`src/rtl/cpu_pkg.sv`:
```
`default_nettype none
// ============================================================================
// Module  : cpu_pkg
// Purpose : Shared definitions for the instruction fetch slice. Contents:
//           - fetch FSM state encoding
//           - EBREAK encoding
//           - default NOP substitution word
//           - fetch-address legality helper
// Ports   : none (package)
// Rev     : 1.0  initial release
// ============================================================================
package cpu_pkg;

  typedef enum logic [1:0] {
    ST_BOOT = 2'd0,
    ST_RUN  = 2'd1,
    ST_HALT = 2'd2
  } fetch_state_e;

  localparam logic [31:0] EBREAK_INSTR      = 32'h0010_0073;
  localparam logic [31:0] NOP_INSTR_DEFAULT = 32'h0000_0013;

  // A fetch is illegal when it falls outside the memory or is not word aligned.
  function automatic logic bad_fetch(input logic [31:0] pc, input logic [31:0] limit_bytes);
    return (pc >= limit_bytes) || (pc[1:0] != 2'b00);
  endfunction

endpackage
`default_nettype wire

```
`src/rtl/if_id_reg.sv`:
```
`default_nettype none
// ============================================================================
// Module  : if_id_reg
// Purpose : IF/ID pipeline register with valid/ready hold logic.
// Ports   : clk_i    - rising-edge clock
//           rst_ni   - asynchronous active-low reset
//           flush_i  - drop the held word (takes priority over load)
//           load_i   - capture instr_i / pc_i and mark valid
//           ready_i  - consumer accepts the held word (drains when not loading)
//           instr_i  - instruction word to capture
//           pc_i     - address of instr_i
//           valid_o  - register holds a valid word
//           instr_o  - held instruction
//           pc_o     - address of held instruction
// Rev     : 1.0  initial release
// ============================================================================
module if_id_reg (
  input  logic        clk_i,
  input  logic        rst_ni,
  input  logic        flush_i,
  input  logic        load_i,
  input  logic        ready_i,
  input  logic [31:0] instr_i,
  input  logic [31:0] pc_i,
  output logic        valid_o,
  output logic [31:0] instr_o,
  output logic [31:0] pc_o
);

  logic        valid_q, valid_d;
  logic [31:0] instr_q, instr_d;
  logic [31:0] pc_q,    pc_d;

  always_comb begin
    valid_d = valid_q;
    instr_d = instr_q;
    pc_d    = pc_q;
    if (flush_i) begin
      valid_d = 1'b0;
    end else if (load_i) begin
      valid_d = 1'b1;
      instr_d = instr_i;
      pc_d    = pc_i;
    end else if (ready_i) begin
      // Word consumed with nothing new behind it.
      valid_d = 1'b0;
    end
  end

  always_ff @(posedge clk_i or negedge rst_ni) begin
    if (!rst_ni) begin
      valid_q <= 1'b0;
      instr_q <= 32'h0000_0000;
      pc_q    <= 32'h0000_0000;
    end else begin
      valid_q <= valid_d;
      instr_q <= instr_d;
      pc_q    <= pc_d;
    end
  end

  assign valid_o = valid_q;
  assign instr_o = instr_q;
  assign pc_o    = pc_q;

endmodule
`default_nettype wire

```
`src/rtl/instruction_fetch.sv`:
```
`default_nettype none
// ============================================================================
// Module  : instruction_fetch
// Purpose : Program counter and BOOT/RUN/HALT fetch FSM feeding an IF/ID
//           register. Illegal fetches substitute NOP_INSTR and set a sticky
//           fault; a captured EBREAK halts; redirects flush and resume.
// Ports   : clk            - rising-edge clock
//           rst_n          - asynchronous active-low reset
//           addr           - fetch byte address (equals pc)
//           instruction    - memory word for addr (combinational)
//           redirect_valid - load redirect_pc, flush IF/ID, leave HALT
//           redirect_pc    - redirect target
//           id_ready       - decode accepts the IF/ID word
//           if_id_valid    - IF/ID word valid
//           if_id_instr    - fetched instruction
//           if_id_pc       - address of if_id_instr
//           fetch_fault    - sticky illegal-fetch flag
//           halted         - FSM is in HALT
// Rev     : 1.0  initial release
// ============================================================================
module instruction_fetch
  import cpu_pkg::*;
#(
  parameter logic [31:0] RESET_PC   = 32'h0000_0000,
  parameter int unsigned IMEM_WORDS = 16,
  parameter logic [31:0] NOP_INSTR  = NOP_INSTR_DEFAULT
) (
  input  logic        clk,
  input  logic        rst_n,
  output logic [31:0] addr,
  input  logic [31:0] instruction,
  input  logic        redirect_valid,
  input  logic [31:0] redirect_pc,
  input  logic        id_ready,
  output logic        if_id_valid,
  output logic [31:0] if_id_instr,
  output logic [31:0] if_id_pc,
  output logic        fetch_fault,
  output logic        halted
);

  localparam logic [31:0] IMEM_BYTES = 32'(IMEM_WORDS) * 32'd4;

  fetch_state_e state_q, state_d;
  logic [31:0]  pc_q, pc_d;
  logic         fault_q, fault_d;
  logic         halted_q;

  logic         ifid_valid;
  logic         ifid_load;
  logic         ifid_flush;
  logic         advance;
  logic         fetch_bad;
  logic [31:0]  fetch_word;

  assign advance    = !ifid_valid || id_ready;
  assign fetch_bad  = bad_fetch(pc_q, IMEM_BYTES);
  assign fetch_word = fetch_bad ? NOP_INSTR : instruction;

  always_comb begin
    state_d    = state_q;
    pc_d       = pc_q;
    fault_d    = fault_q;
    ifid_load  = 1'b0;
    ifid_flush = 1'b0;
    case (state_q)
      ST_BOOT: begin
        // Redirects are ignored while booting.
        state_d = ST_RUN;
      end
      ST_RUN: begin
        if (redirect_valid) begin
          // Redirect wins over stall and over an EBREAK fetched this cycle.
          pc_d       = redirect_pc;
          ifid_flush = 1'b1;
        end else if (advance) begin
          ifid_load = 1'b1;
          pc_d      = pc_q + 32'd4;
          if (fetch_bad) begin
            fault_d = 1'b1;
          end
          if (fetch_word == EBREAK_INSTR) begin
            state_d = ST_HALT;
          end
        end
      end
      ST_HALT: begin
        if (redirect_valid) begin
          pc_d       = redirect_pc;
          ifid_flush = 1'b1;
          state_d    = ST_RUN;
        end
      end
      default: begin
        state_d = ST_BOOT;
      end
    endcase
  end

  always_ff @(posedge clk or negedge rst_n) begin
    if (!rst_n) begin
      state_q  <= ST_BOOT;
      pc_q     <= RESET_PC;
      fault_q  <= 1'b0;
      halted_q <= 1'b0;
    end else begin
      state_q  <= state_d;
      pc_q     <= pc_d;
      fault_q  <= fault_d;
      // Registered alongside the state so it always matches state_q.
      halted_q <= (state_d == ST_HALT);
    end
  end

  if_id_reg u_if_id_reg (
    .clk_i   (clk),
    .rst_ni  (rst_n),
    .flush_i (ifid_flush),
    .load_i  (ifid_load),
    .ready_i (id_ready),
    .instr_i (fetch_word),
    .pc_i    (pc_q),
    .valid_o (ifid_valid),
    .instr_o (if_id_instr),
    .pc_o    (if_id_pc)
  );

  assign addr        = pc_q;
  assign if_id_valid = ifid_valid;
  assign fetch_fault = fault_q;
  assign halted      = halted_q;

endmodule
`default_nettype wire

```
`config.mk`:
```
export PLATFORM = sky130hd
export DESIGN_NAME = instruction_fetch
export DESIGN_NICKNAME = d
export VERILOG_FILES = /design/src/rtl/cpu_pkg.sv /design/src/rtl/if_id_reg.sv /design/src/rtl/instruction_fetch.sv
export SDC_FILE = /design/constraint.sdc
export NUM_CORES = 1
export LEC_CHECK = 0
export ABC_AREA = 0
export CAP_MARGIN = 20
export CORE_UTILIZATION = 46
export CTS_CLUSTER_DIAMETER = 150
export CTS_CLUSTER_SIZE = 25
export DETAILED_ROUTE_END_ITERATION = 6
export PLACE_DENSITY = 0.83
export SYNTH_ARGS = -nofsm -noshare
export SYNTH_HDL_FRONTEND = slang
export SYNTH_SLANG_ARGS = --single-unit
```
`constraint.sdc`:
```
create_clock -name clk -period 2.21 [get_ports clk]
set_input_delay 0.442 -clock clk [delete_from_list [all_inputs] [get_ports clk]]
set_output_delay 0.442 -clock clk [all_outputs]
set_load 0.05 [all_outputs]
```
==> flow_summary.yaml <==
pwr:
  power_leakage_nw: 3.09
  p_per_area_nw_per_um2: 691
  ir_drop_v: 0.000479
synth:
  async_flop_share_pct: 100
  ys_seq_area_share_pct: 50.3
  ys_top_cells_by_area: "dfrtp_1 (50%), nand2_1 (12%), o21ai_0 (5.4%)"
  synth_top_area_share_pct: 50.3
  synth_edf_count: 0
  syn_inst: 574
  ys_types: 58
  syn-mean-instance-area_sq_um: 8.76
  syn_nets: 648
  syn_area_sq_um: 5030
  ys_seq_elements: 101
  synth_warnings: 0
  ys.flop_type: "dfrtp_1"
  synth_top_area_cell: "dfrtp_1"
layout:
  layout_common_cells: "nand2_1 (167), clkdlybuf4s50_1 (154), dfrtp_1 (99), o21ai_0 (54), buf_4 (35)"
  instances_no_fill: 889
  drive_above_1_share_pct: 10.5
  n_fill_cell: 847
  multi_input_area_sq_um: 2320
  final_common_cell: "nand2_1"
  seq_area_sq_um: 2530
  nNetsFinal: 822
  syn_to_final_growth_pct: 44.1
  num_antenna_cells: 0
job:
  cap_violations: 0
worst_setup_path:
  max_stage_delay_ns: 0.86
  critPathTopFamily: "buffers and inverters"
  slowest_stage: "clkdlybuf4s50_1"
  crit_fanout: 7
  path_buf_inv: 1
  endpoint_kind: "output pin"
  reg2reg_depth: 4
  worst_ep_arrival_time_ns: 1.73
  path_cells: "clkdlybuf4s50_1"
  worst-path-stages: 1
  crit_type: "reg2out"
  r2r-start: "addr[9]"
  start_kind: "register"
  cp.required_ns: 1.77
  cp-endpoint: "addr[28]"
  startpoint: "addr[28]"
  rrSetupSlack_ns: 0.14
  regToRegEndpoint: "addr[31]"
clocking:
  cts_tree: "yes"
  cts_hold_buffers: 0
  h-tree-depth: 3
  clock_sinks: 101
  post_cts_buffers: 0
  clk_pin_slew_worst_paths_ns: 0.11
  clk_latency_ns: 0.37
  clockBufferDepth: 2
  numCtsBuffers: 9
  root_buffer: "clkbuf_8"
sta:
  fmax_mhz: 460
  rsz0062_at_grt: "false"
  slew_headroom_pct: 62.9
  setup_tns_ns: 0
  period_minus_slack_ns: 2.17
  final.setup_skew_ns: 0.0177
  drv_slew: 0
  setup_viol: 0
  hold_viol_final: 0
  finalCritPeriodShare_pct: 98.4
  worstMarginPinSlew_ns: 0.550
global_routing:
  grt_pass1_wl_um: 24500
  grt_pass1_vias: 5010
  grtUsageTotal_pct: 27.3
  antenna_found_initial: 0
  gr-total-overflow: 0
  grt_max_degree: 40
floorplan:
  start_util_pct: 48.0
  die_area_sq_um: 11300
  die_w_um: 107
  die_y_um: 107
  std_cell_rows: 37
  ioPinCount: 167
  core_sq_um: 10500
route:
  firstDrtPassIters: 5
  drt_iter0_drc: 403
  final_antenna_net_count: 0
  vias: 5166
  vias_per_cell: 5.81
  wl_per_cell_um: 17.2
  post-route-drc-count: 0
  wl_um: 15300
placed_design:
  io_buffers: 166
  hpwl_um: 11100
  place_congestion: 0.920
  place_inst: 873
outcome:
  status: "complete, no violations"
min_path:
  min_path_type: "in2async"
==> logic make-up after synthesis <==
| kind of cell | synth area share [%] |
|---|---|
| flops | 50.3 |
| compound gates | 15.6 |
| mux | 1.44 |
| fa+ha+maj | 1.49 |
| simple gates | 27.2 |
| buf+inv | 3.98 |
==> timing repair <==
| item | in CTS | in global routing |
|---|---|---|
| gates cloned | 0 | 0 |
| gates resized for setup | 7 | 5 |
| endpoints found under the setup margin | 7 | 6 |
==> how the worst min path moves through the flow <==
stage / endpoint / slack [ns] / cells after the start
floorplan: addr[0] / 0.15 / 0
global placement: u_if_id_reg.instr_o[17] / 0.41 / 1
detailed placement: u_if_id_reg.instr_o[17] / 0.42 / 1
CTS: u_if_id_reg.instr_o[1] / 0.01 / 1
global route: u_if_id_reg.instr_o[11] / 0.02 / 1
finish: u_if_id_reg.instr_o[5] / 0.01 / 1
==> per-stage QoR <==
stage	power [mW]	utilization (%)	hold WS (ns)	setup slack (ns)	instance area [sq um]
global route	5.21	69.2	0.0202	0.00313	7240
floorplan	3.19	-	0.146	0.0350	5030
global placement	3.90	67.4	0.411	-0.0961	7050
finish	5.00	69.2	0.00980	0.0356	7240
CTS	5.02	69.1	0.0114	0.00342	7220
detailed placement	3.93	67.4	0.416	-0.157	7050
==> registers in the layout, indices dropped and copies added, names as in the netlist <==
register             cells
addr                    32
fetch_fault              1
halted                   1
state_q                  2
u_if_id_reg.instr_o     32
u_if_id_reg.pc_o        32
u_if_id_reg.valid_o      1
==> cells in the mapped netlist (4+ instances only) <==
cell       instances
nand2_1          167
or2_2              5
a21oi_1           10
a32oi_1            5
dfrtp_1          101
nand4_1            6
nand3_1           14
a311oi_1           7
ha_1               6
a31oi_1            4
a211oi_1           7
o21ai_0           54
nor4_1            25
mux2i_1            5
and3_1             6
clkbuf_1          31
nor2_1            23
nand3b_1           7
nor3_1             9
a2bb2oi_1          4
o22ai_1            5
inv_1              9
buf_2              6
==> per-layer routing <==
metal | vias to the layer above | global-route usage, % | wire [um]
met5 | - | 0 | 0
met4 | 0 | 7.05 | 143
met3 | 13 | 4.60 | 1260
met2 | 264 | 46.8 | 7500
met1 | 2513 | 36.1 | 6400
li1 | 2376 | - | -
==> final cells by class <==
class                   count  share of cell area, %
flip-flops and latches    101                   34.9
multi-input cells         423                   32.1
repair buffers            204                   27.7
well taps                 136                   2.35
clock buffers              10                   1.90
clock inverters             6                  0.605
inverters                   9                  0.466
==> where the power goes <==
| part | internal (mW) | switching, mW |
|---|---|---|
| combinational | 0.612 | 1.08 |
| clock | 0.447 | 0.665 |
| sequential | 2.02 | 0.181 |
| total | 3.08 | 1.92 |
==> worst register-to-register path, cell delays in order, from the launching register on <==
cell and delay, ns:
dfrtp_1 0.56, nand4_1 0.21, or4_1 0.71, nor4_2 0.32, mux2i_1 0.22
Note: power is estimated with default switching activity, not from simulation.
